<file path="config.mk">
export PLATFORM = sky130hd
export DESIGN_NAME = gpio_irq
export DESIGN_NICKNAME = d
export VERILOG_FILES = /design/src/rtl/gpio_irq.sv
export SDC_FILE = /design/constraint.sdc
export NUM_CORES = 1
export LEC_CHECK = 0
export BUFFER_PORTS_ARGS = -buffer_cell sky130_fd_sc_hd__buf_2
export CAP_MARGIN = 20
export CORE_ASPECT_RATIO = 0.9
export CORE_MARGIN = 4
export CORE_UTILIZATION = 45
export CTS_CLUSTER_SIZE = 20
export DETAILED_ROUTE_END_ITERATION = 7
export HOLD_SLACK_MARGIN = 0.06
export PLACE_DENSITY = 0.66
export SLEW_MARGIN = 20
export SYNTH_ARGS = -nofsm -noshare
export SYNTH_HDL_FRONTEND = slang
export SYNTH_SLANG_ARGS = --single-unit
</file>
<file path="constraint.sdc">
create_clock -name clk -period 1.8 [get_ports clk]
set_input_delay 0.09 -clock clk [delete_from_list [all_inputs] [get_ports clk]]
set_output_delay 0.09 -clock clk [all_outputs]
set_load 0.03 [all_outputs]
</file>
<file path="src/rtl/gpio_irq.sv">
// gpio_irq: bus-mapped GPIO with per-pin direction, atomic set/clear/toggle writes,
// input synchroniser and edge-capture interrupt status with a single level irq.
module gpio_irq #(
    parameter int CH          = 16,
    parameter int DATA_W      = 32,
    parameter int ADDR_W      = 4,
    parameter int SYNC_STAGES = 2
) (
    input  logic              clk,
    input  logic              reset,
    input  logic              cs_,
    input  logic              as_,
    input  logic              rw,
    input  logic [ADDR_W-1:0] addr,
    input  logic [DATA_W-1:0] wr_data,
    output logic [DATA_W-1:0] rd_data,
    output logic              rdy_,
    input  logic [CH-1:0]     pad_in,
    output logic [CH-1:0]     pad_out,
    output logic [CH-1:0]     pad_oe,
    output logic              irq
);

    localparam int A_IN      = 0;
    localparam int A_OUT     = 1;
    localparam int A_OUT_SET = 2;
    localparam int A_OUT_CLR = 3;
    localparam int A_OUT_TGL = 4;
    localparam int A_DIR     = 5;
    localparam int A_IE      = 6;
    localparam int A_RISE    = 7;
    localparam int A_FALL    = 8;
    localparam int A_STAT    = 9;

    logic              access;
    logic              wr_en;
    logic              rd_en;
    logic [CH-1:0]     wd;
    logic              unused_wr;

    logic [CH-1:0]     sync_q [SYNC_STAGES];
    logic [CH-1:0]     prev_q;
    logic [CH-1:0]     sync_w;
    logic [CH-1:0]     rise_w;
    logic [CH-1:0]     fall_w;

    logic [CH-1:0]     out_q,  out_d;
    logic [CH-1:0]     dir_q,  dir_d;
    logic [CH-1:0]     ie_q,   ie_d;
    logic [CH-1:0]     rise_q, rise_d;
    logic [CH-1:0]     fall_q, fall_d;
    logic [CH-1:0]     stat_q, stat_d;
    logic [CH-1:0]     w1c_mask;

    logic [CH-1:0]     rd_bits;
    logic [DATA_W-1:0] rd_data_q, rd_data_d;
    logic              rdy_q;
    logic              irq_q;

    assign access    = !cs_ && !as_;
    assign wr_en     = access && !rw;
    assign rd_en     = access && rw;
    assign wd        = wr_data[CH-1:0];
    assign unused_wr = ^wr_data;

    assign sync_w = sync_q[SYNC_STAGES-1];
    assign rise_w = sync_w & ~prev_q;
    assign fall_w = ~sync_w & prev_q;

    // Input synchroniser plus one extra register for edge detection.
    always_ff @(posedge clk) begin
        if (reset) begin
            // NOTE: this flop array is reset element by element; it is real state, not a RAM.
            for (int i = 0; i < SYNC_STAGES; i++) sync_q[i] <= '0;
            prev_q <= '0;
        end else begin
            // NOTE: non-blocking assignments so every stage samples its pre-edge neighbour.
            sync_q[0] <= pad_in;
            for (int i = 1; i < SYNC_STAGES; i++) sync_q[i] <= sync_q[i-1];
            prev_q <= sync_w;
        end
    end

    always_comb begin
        // NOTE: every output of this block gets a default first, so no latch is inferred.
        out_d    = out_q;
        dir_d    = dir_q;
        ie_d     = ie_q;
        rise_d   = rise_q;
        fall_d   = fall_q;
        w1c_mask = '0;
        if (wr_en) begin
            case (addr)
                ADDR_W'(A_OUT):     out_d    = wd;
                ADDR_W'(A_OUT_SET): out_d    = out_q | wd;
                ADDR_W'(A_OUT_CLR): out_d    = out_q & ~wd;
                ADDR_W'(A_OUT_TGL): out_d    = out_q ^ wd;
                ADDR_W'(A_DIR):     dir_d    = wd;
                ADDR_W'(A_IE):      ie_d     = wd;
                ADDR_W'(A_RISE):    rise_d   = wd;
                ADDR_W'(A_FALL):    fall_d   = wd;
                ADDR_W'(A_STAT):    w1c_mask = wd;
                default:            ;
            endcase
        end
        // New edges are OR-ed in after the clear, so a same-cycle set beats W1C.
        stat_d = (stat_q & ~w1c_mask) | (rise_w & rise_q) | (fall_w & fall_q);
    end

    always_comb begin
        rd_bits   = '0;
        rd_data_d = '0;
        case (addr)
            ADDR_W'(A_IN):   rd_bits = sync_w;
            ADDR_W'(A_OUT):  rd_bits = out_q;
            ADDR_W'(A_DIR):  rd_bits = dir_q;
            ADDR_W'(A_IE):   rd_bits = ie_q;
            ADDR_W'(A_RISE): rd_bits = rise_q;
            ADDR_W'(A_FALL): rd_bits = fall_q;
            ADDR_W'(A_STAT): rd_bits = stat_q;
            default:         rd_bits = '0;
        endcase
        if (rd_en) rd_data_d[CH-1:0] = rd_bits;
    end

    always_ff @(posedge clk) begin
        if (reset) begin
            out_q     <= '0;
            dir_q     <= '0;
            ie_q      <= '0;
            rise_q    <= '0;
            fall_q    <= '0;
            stat_q    <= '0;
            rd_data_q <= '0;
            rdy_q     <= 1'b1;
            irq_q     <= 1'b0;
        end else begin
            out_q     <= out_d;
            dir_q     <= dir_d;
            ie_q      <= ie_d;
            rise_q    <= rise_d;
            fall_q    <= fall_d;
            stat_q    <= stat_d;
            rd_data_q <= rd_data_d;
            rdy_q     <= !access;
            irq_q     <= |(stat_q & ie_q);
        end
    end

    assign rd_data = rd_data_q;
    assign rdy_    = rdy_q;
    assign irq     = irq_q;
    assign pad_out = out_q;
    assign pad_oe  = dir_q;

endmodule

</file>
# Word level (Yosys, flattened, before mapping)

Memories as Yosys holds them, arrays and structs flattened.
Index checks and enable logic that the tools add are counted.

Register bits after elaboration: 146
RAM bits: 32
Input port bits: 57
Logic and storage cells: 64
Memories kept: 1

Memories:

| name   | words | width | rd ports | clocked after memory_dff | write ports | line | RTL |
|---|---|---|---|---|---|---|---|
| sync_q | 2     | 16    | 2        | 0                        | 2           | 41   | `logic [CH-1:0] sync_q [SYNC_STAGES];` |

Equal/unequal tests: 9
Mux-type cells: 9
Bitwise logic cells: 18
Reduce and logical (&&, ||, !) cells: 16

Operators by type and width:

| operator             | count |
|---|---|
| $and A16 B16 Y16     | 7 |
| $pmux W16 S7         | 1 |
| $mux W16             | 4 |
| $not A16 Y16         | 4 |
| $pmux W16 S4         | 1 |
| $or A16 B16 Y16      | 3 |
| $eq A4 B3 Y1 const B | 4 |
| $reduce_or A16 Y1    | 1 |
| $xor A16 B16 Y16     | 1 |
| $reduce_and A2 Y1    | 5 |
| $eq A4 B2 Y1 const B | 2 |
| $eq A4 B4 Y1 const B | 2 |
| $eq A4 B1 Y1 const B | 1 |
| $logic_not A1 Y1     | 4 |
| $logic_not A4 Y1     | 1 |
| $reduce_bool A4 Y1   | 1 |
| $logic_and A1 B1 Y1  | 3 |
| $mux W1              | 3 |
| $or A1 B1 Y1         | 2 |
| $reduce_or A2 Y1     | 1 |
| $not A1 Y1           | 1 |

# Longest topological paths before layout

Gate-level depths: netlist (run 1).

Word-level depth: 8
Gate-level depth with buffers: 7

# Worst setup path after synthesis (run 1)

No wires, ideal clock.

Path kind: input port to flip-flop
From: input addr[1]
To: register rise_q[10]
Library setup time: 0.128 ns
Data arrival time: 1.426 ns
Required time: 1.672 ns
Setup slack: 0.247 ns
Stages: 7
Path buffers: 3
Cells stage by stage: buf_2 > nand3b_1 > or3_1 > buf_2 > buf_2 > mux2i_1 > nor2_1

Cells in the longest elaborated chain, start to end: 2

RTL lines:

| element                            | line | RTL |
|---|---|---|
| start: declaration                 | 14   | `input logic [ADDR_W-1:0] addr,` |
| $eq A4 B3 Y1                       | 93   | `case (addr)` |
| $reduce_and A2 Y1 (no source line) | -    |  |
| end signal: assignment             | 141  | `rise_q <= rise_d;` |
| end: declaration                   | 50   | `logic [CH-1:0] rise_q, rise_d;` |

No other way between the ends.
A chain may end at the register's enable or synchronous reset.

==> reports/qor.txt, run 1 <==
Status - completed
Relative slew slack - 0.476
DRC viols - 0
DRT Pass-1 Iters - 7
CTS buffer count - 17
FF+latch count, synth - 162
Crit-path cells - dlygate4sd3_1, buf_4, buf_12, nor2_1, buf_4, a221o_1
Total die area - 18000 sq um
Final worst-path cycle share - 0.843
I/O pin cnt - 123
Area after DPL - 7960 sq um
Pwr per Cell Area - 859 nW/um^2
# port buffers - 90
Remaining antenna violation count after routing - 0
RSZ-0062 raised after global routing - false
Routed wire per std cell - 17.9 um
Total number of vias - 6152
Detailed-route wire length - 20400 um
Net switching fraction of the power - 0.241
Slowest CP cell - dlygate4sd3_1
Final Instance Area - 8840 sq um
H-tree levels - 4
Post-route minimum period - 1520 ps
Hold buffers post-CTS - 33
Max Transition Viols Final - 0
CP Buf/Inv Count - 4
Final setup fails - 0
Layout cell share with drive strength beyond 1 - 0.184
# rows - 43
Worst-Skew Late Latency - 430 ps
Reg2Reg Setup Slack - 380 ps
First-pass GRT wire length - 31500 um
Pleak - 3.51 nW
Cts repair resizes - 0
Async set or reset register ratio after synthesis - 0
Iter 0 DRT Violations - 539
Post-synthesis instance area - 7150 sq um
Root buf cell - clkbuf_16
Seq/Total Area, Yosys - 0.453
Antenna violations before repair - 0
CP max stage delay - 530 ps
Total track usage - 0.227
CORE AREA - 15500 sq um
Clk pwr share - 0.446
Synth top area cells - dfxtp_1 45%, nand2_1 6.4%, a21oi_1 5.7%, ha_1 5.6%, mux2i_1 4.5%
Number of global-route vias before repair - 5591
Clock Tree Buf Depth - 2
Starting density of the core - 0.462
Crit path max fanout - 131
Post-DP HPWL - 14200 um
YS warnings - 0
P_int - 0.00576 W
Clk_skew - 6.76 ps
Yosys top cell area share - 0.453
Startpoint types - input port
Area grow syn2layout - 23.6%
Die width - 141 um
Clock edge transition at the registers on the reported setup and hold paths - 60 ps
Worst path most repeated cell - buf_4
Mean Syn Cell Area - 9.03 sq um
WP data required - 2110 ps
CTS sink cnt - 162
Max Clk Rate - 659 MHz
Max cap viols - 0
Diodes inserted - 0
VDD IR-drop max - 0.717 mV
Die Ht - 128 um
Vias per inst - 5.39
Final RePlAce weighted congestion - 0.857
Total power - 0.00760 W
Area leader, netlist - dfxtp_1
Final Hold Fails - 0
Kind of critical path - input port to flip-flop
Post-synthesis cell count - 792
CTS tree - done
Largest net degree at the start of global routing - 132
Netlist cell types - 41
Psw - 0.00183 W
# fillers - 1411
Post-CTS Setup Bufs - 0
Largest delay share family, worst path - buffers and inverters
Setup TNS - 0 ps
Fin nets - 1015
Register share of total power - 0.483
Grt total ovfl - 0
Slew @ Worst Pin - 784 ps
Worst hold path type - input port to flip-flop
Worst EP arrival - 1830 ps
Worst setup EP type - flip-flop
Comb pwr share - 0.071
Post-synth EDFFs - 0
Dominant synthesized flop cell - dfxtp_1
==> Yosys cell counts (all sizes together), types with 17 or more instances <==
| cell type | count |
|---|---|
| buf | 27 |
| mux2i | 32 |
| ha | 32 |
| nand2b | 17 |
| o21ai | 17 |
| nand2 | 121 |
| clkbuf | 37 |
| dfxtp | 162 |
| nor2 | 22 |
| nor2b | 50 |
| inv | 34 |
| nand3b | 33 |
| a21oi | 81 |
| a31oi | 20 |
==> power groups by stage <==
| stage | combinational, W | sequential (W) | clock, W |
|---|---|---|---|
| final | 0.000538 | 0.00367 | 0.00339 |
| after global routing | 0.000583 | 0.00368 | 0.00360 |
| after CTS | 0.000534 | 0.00367 | 0.00344 |
| after detailed placement | 0.000479 | 0.00375 | 0 |
| after global placement | 0.000474 | 0.00375 | 0 |
| after floorplan | 0.000303 | 0.00375 | 0 |
==> final cells by class <==
type,count,area (sq um),area share
multi-input combinational,547,3530,0.400
sequential,162,3240,0.367
timing repair buffer,164,1130,0.128
clock buffer,22,484,0.0548
tap,202,253,0.0286
inverter,34,128,0.0144
clock inverter,10,72.6,0.00821
==> per-layer routing <==
| layer | GRT usage | routed length [um] |
|---|---|---|
| met1 | 0.333 | 9780 |
| met2 | 0.323 | 8570 |
| met3 | 0.0674 | 1810 |
| met4 | 0.0638 | 301 |
| met5 | 0 | 0 |
==> sequential cells by signal, summed over array words and instances (netlist names) <==
name and flops:
irq 1, sync_q 32, rd_data 16, pad_out 16
rdy_ 1, rise_q 16, prev_q 16, fall_q 16
pad_oe 16, stat_q 16, ie_q 16
==> worst paths after layout <==
check | start | endpoint | depth (start not counted)
setup / recovery | reset | pad_out[13] | 6
hold / removal | wr_data[1] | pad_oe[1] | 4
setup reg to reg | stat_q[7] | irq | 4
hold reg to reg | sync_q[0][2] | sync_q[0][18] | 1
==> tightest hold or removal path, cell delays in order <==
cell and delay (ps):
buf_2 110, buf_4 160, nand2_1 60, a21oi_1 50
==> cells in the final DEF, fill, tap and decap left out, drive strengths merged, types with 4 or more instances in the layout <==
cell type,instances
mux2i,32
a22o,5
nand2,121
nand3b,33
clkinv,4
ha,32
a221o,16
nand2b,17
a221oi,16
dfxtp,162
o211ai,16
conb,16
buf,131
o21ai,17
dlygate4sd3,33
nor2b,50
inv,37
a21oi,81
clkbuf,22
a31oi,20
nor2,22
a22oi,13
o2bb2ai,13
==> cell families (layout without fill, tap and decap cells) <==
family,after synthesis,count (layout),synth area share
simple gates,262,262,0.191
compound gates,201,201,0.186
flops,162,162,0.453
buf+inv,98,230,0.0621
mux,35,35,0.0495
fa+ha+maj,32,32,0.0560
other cells,1,16,0.000524
xor+xnor,1,1,0.00122
==> stage by stage <==
| step | cells | utilization | hold WS [ps] | setup WS, ps |
|---|---|---|---|---|
| 5_1_grt | 1141 | 0.571 | 98.9 | 175 |
| 4_1_cts | 1141 | 0.571 | 76.8 | 242 |
| 2_1_floorplan | 807 | - | 206 | 247 |
| 3_3_place_gp | 1076 | 0.513 | 305 | 82.3 |
| 6_report | 1141 | 0.571 | 89.6 | 282 |
| 3_5_place_dp | 1076 | 0.513 | 303 | 92.6 |
No activity file was read; power rests on OpenSTA's default activity.
==> run 2, diff against run 1 <==
- clock period: 1.8 -> 1.5 ns (I/O delays scaled with it)
==> reports/qor.txt, run 2 (same netlist as run 1, synthesis figures left out) <==
Status - completed
Final RePlAce weighted congestion - 0.883 (+3.1%)
Most frequent cells in the layout - 162 x dfxtp_1, 121 x nand2_1, 89 x buf_2
Largest net degree at the start of global routing - 130 (-1.5%)
# fillers - 1361 (-3.5%)
Max cap viols - 0 (unchanged)
Clock Tree Buf Depth - 2 (unchanged)
CTS buffer count - 17 (unchanged)
Relative slew slack - 0.597 (+0.120)
Top reg by flops - sync_q
Area grow syn2layout - 28.2%
Die Ht - 128 um (unchanged)
Clk_skew - 7.96 ps (+1.20 ps)
First-pass GRT wire length - 33000 um (+4.9%)
Worst setup EP type - flip-flop
Post-CTS Setup Bufs - 0 (unchanged)
Vias per inst - 5.44 (+0.87%)
Worst Reg-to-Reg Cells - 4 (unchanged)
Crit path max fanout - 6 (-95%)
Leading cell type in the layout, fill and taps excluded - dfxtp_1
VDD IR-drop max - 0.833 mV (+16%)
RSZ-0062 raised after global routing - false
Max reg flops - 32 (unchanged)
Grt total ovfl - 0 (unchanged)
CTS tree - done
Layout cell share with drive strength beyond 1 - 0.214 (+0.0293)
Final worst-path cycle share - 0.945
Crit path from - wr_data[6]
CORE AREA - 15500 sq um (unchanged)
Die width - 141 um (unchanged)
Startpoint types - input port
H-tree levels - 4 (unchanged)
Worst EP arrival - 1730 ps (-100 ps)
Placed Cells incl. Taps - 1111 (+3.3%)
Max Clk Rate - 705 MHz
Root buf cell - clkbuf_16
Remaining antenna violation count after routing - 0 (unchanged)
Slew @ Worst Pin - 605 ps (-178 ps)
Clock edge transition at the registers on the reported setup and hold paths - 60 ps (about the same)
Pwr per Cell Area - 1020 nW/um^2 (+19%)
Fin nets - 1050 (+3.4%)
Starting density of the core - 0.462 (unchanged)
Routed wire per std cell - 17.9 um (about the same)
Max Transition Viols Final - 0 (unchanged)
Iter 0 DRT Violations - 642 (+19%)
Met3 Use GR - 0.0479 (-0.0195)
CP endpoint - pad_out[6]
Pleak - 3.71 nW (+5.5%)
Antenna violations before repair - 0 (unchanged)
Kind of critical path - input port to flip-flop
Post-DP HPWL - 14900 um (+5.1%)
Crit Reg-Reg Startpoint - stat_q[7]
Number of global-route vias before repair - 5830 (+4.3%)
CP max stage delay - 530 ps (about the same)
I/O pin cnt - 123 (unchanged)
Busiest layer in global routing - met1
Finished Layout Cells - 1176 (+3.1%)
Crit-path cells - dlygate4sd3_1, buf_2, inv_1, ha_1, o211ai_1, a21oi_1, a221o_1
# rows - 43 (unchanged)
M1 GR Usage - 0.366 (+0.0335)
DRT Pass-1 Iters - 5 (-2)
Reg2Reg Setup Slack - 170 ps (-210 ps)
Detailed-route wire length - 21100 um (+3.0%)
Final setup fails - 0 (unchanged)
Total die area - 18000 sq um (unchanged)
Final Hold Fails - 0 (unchanged)
Total power - 0.00938 W (+23%)
DRC viols - 0 (unchanged)
Total number of vias - 6396 (+4.0%)
Worst-Skew Late Latency - 430 ps (about the same)
Slowest CP cell - dlygate4sd3_1
# port buffers - 90 (unchanged)
Routing usage on met2 - 0.331 (+0.00732)
Diodes inserted - 0 (unchanged)
Post-route minimum period - 1420 ps
CTS sink cnt - 162 (unchanged)
Worst hold path type - input port to flip-flop
WP data required - 1810 ps (-300 ps)
Total track usage - 0.236 (+0.00869)
Worst reg2reg endpoint - irq
==> run 2: cell types whose count changed in the layout (fill, tap and decap cells not counted), moves of 2 or more <==
cell	previous run	this run
buf_4	39	71
buf_12	3	6
bufinv_16	0	2
clkinvlp_4	3	1
clkbuf_8	4	1
==> run 2: through the flow <==
stage / util / area, sq um / setup TNS [ps] / hold WS (ps) / worst slack, ps
2_1_floorplan: - / 7210 / 0 / 191 / 6.07
3_3_place_gp: 0.533 / 8260 / -1650 / 288 / -64.3
3_5_place_dp: 0.533 / 8260 / -3060 / 287 / -88.5
4_1_cts: 0.591 / 9160 / 0 / 60.7 / 76.1
5_1_grt: 0.592 / 9170 / 0 / 84.3 / 32.3
6_report: 0.592 / 9170 / 0 / 81.1 / 82.6
==> run 2: area by class of cell <==
class	count	area (sq um)	area share
multi-input combinational	547	3540	0.386
sequential	162	3240	0.354
timing repair buffer	199	1430	0.156
clock buffer	20	447	0.0487
tap	202	253	0.0276
clock inverter	12	131	0.0143
inverter	34	128	0.0139
==> run 2: timing repair <==
item / CTS / global route
endpoints found under the hold margin: 83 / 0
hold buffers: 33 / 0
resized for setup: 0 / 1
setup endpoints to repair: 0 / 13
==> run 2: worst min path at each step <==
stage          depth (start not counted)  slack (ps)  startpoint            end
5_1_grt                                4          80  wr_data[3]      pad_oe[3]
3_3_place_gp                           2         290  pad_in[10]  sync_q[0][10]
2_1_floorplan                          2         190       reset           rdy_
4_1_cts                                4          60  wr_data[3]      pad_oe[3]
3_5_place_dp                           2         290  pad_in[10]  sync_q[0][10]
6_report                               4          80  wr_data[3]        ie_q[3]
==> run 2: report_power, final <==
| group | internal [W] | total, W | switching, W |
|---|---|---|---|
| Sequential | 0.00436 | 0.00441 | 0.0000446 |
| Clock | 0.00250 | 0.00427 | 0.00177 |
| Combinational | 0.000291 | 0.000701 | 0.000410 |
==> run 2: worst max-delay path, delay by kind of cell <==
kind | cells | cell delay, ps
AO/OA/AOI/OAI | 3 | 560
buffers and inverters | 3 | 880
adder cells (fa/ha/maj) | 1 | 210
==> run 2: routing by layer <==
layer	vias up	wire length, um
li1	3082	-
met1	3040	10300
met2	258	8720
met3	16	1800
met4	0	214
met5	-	0
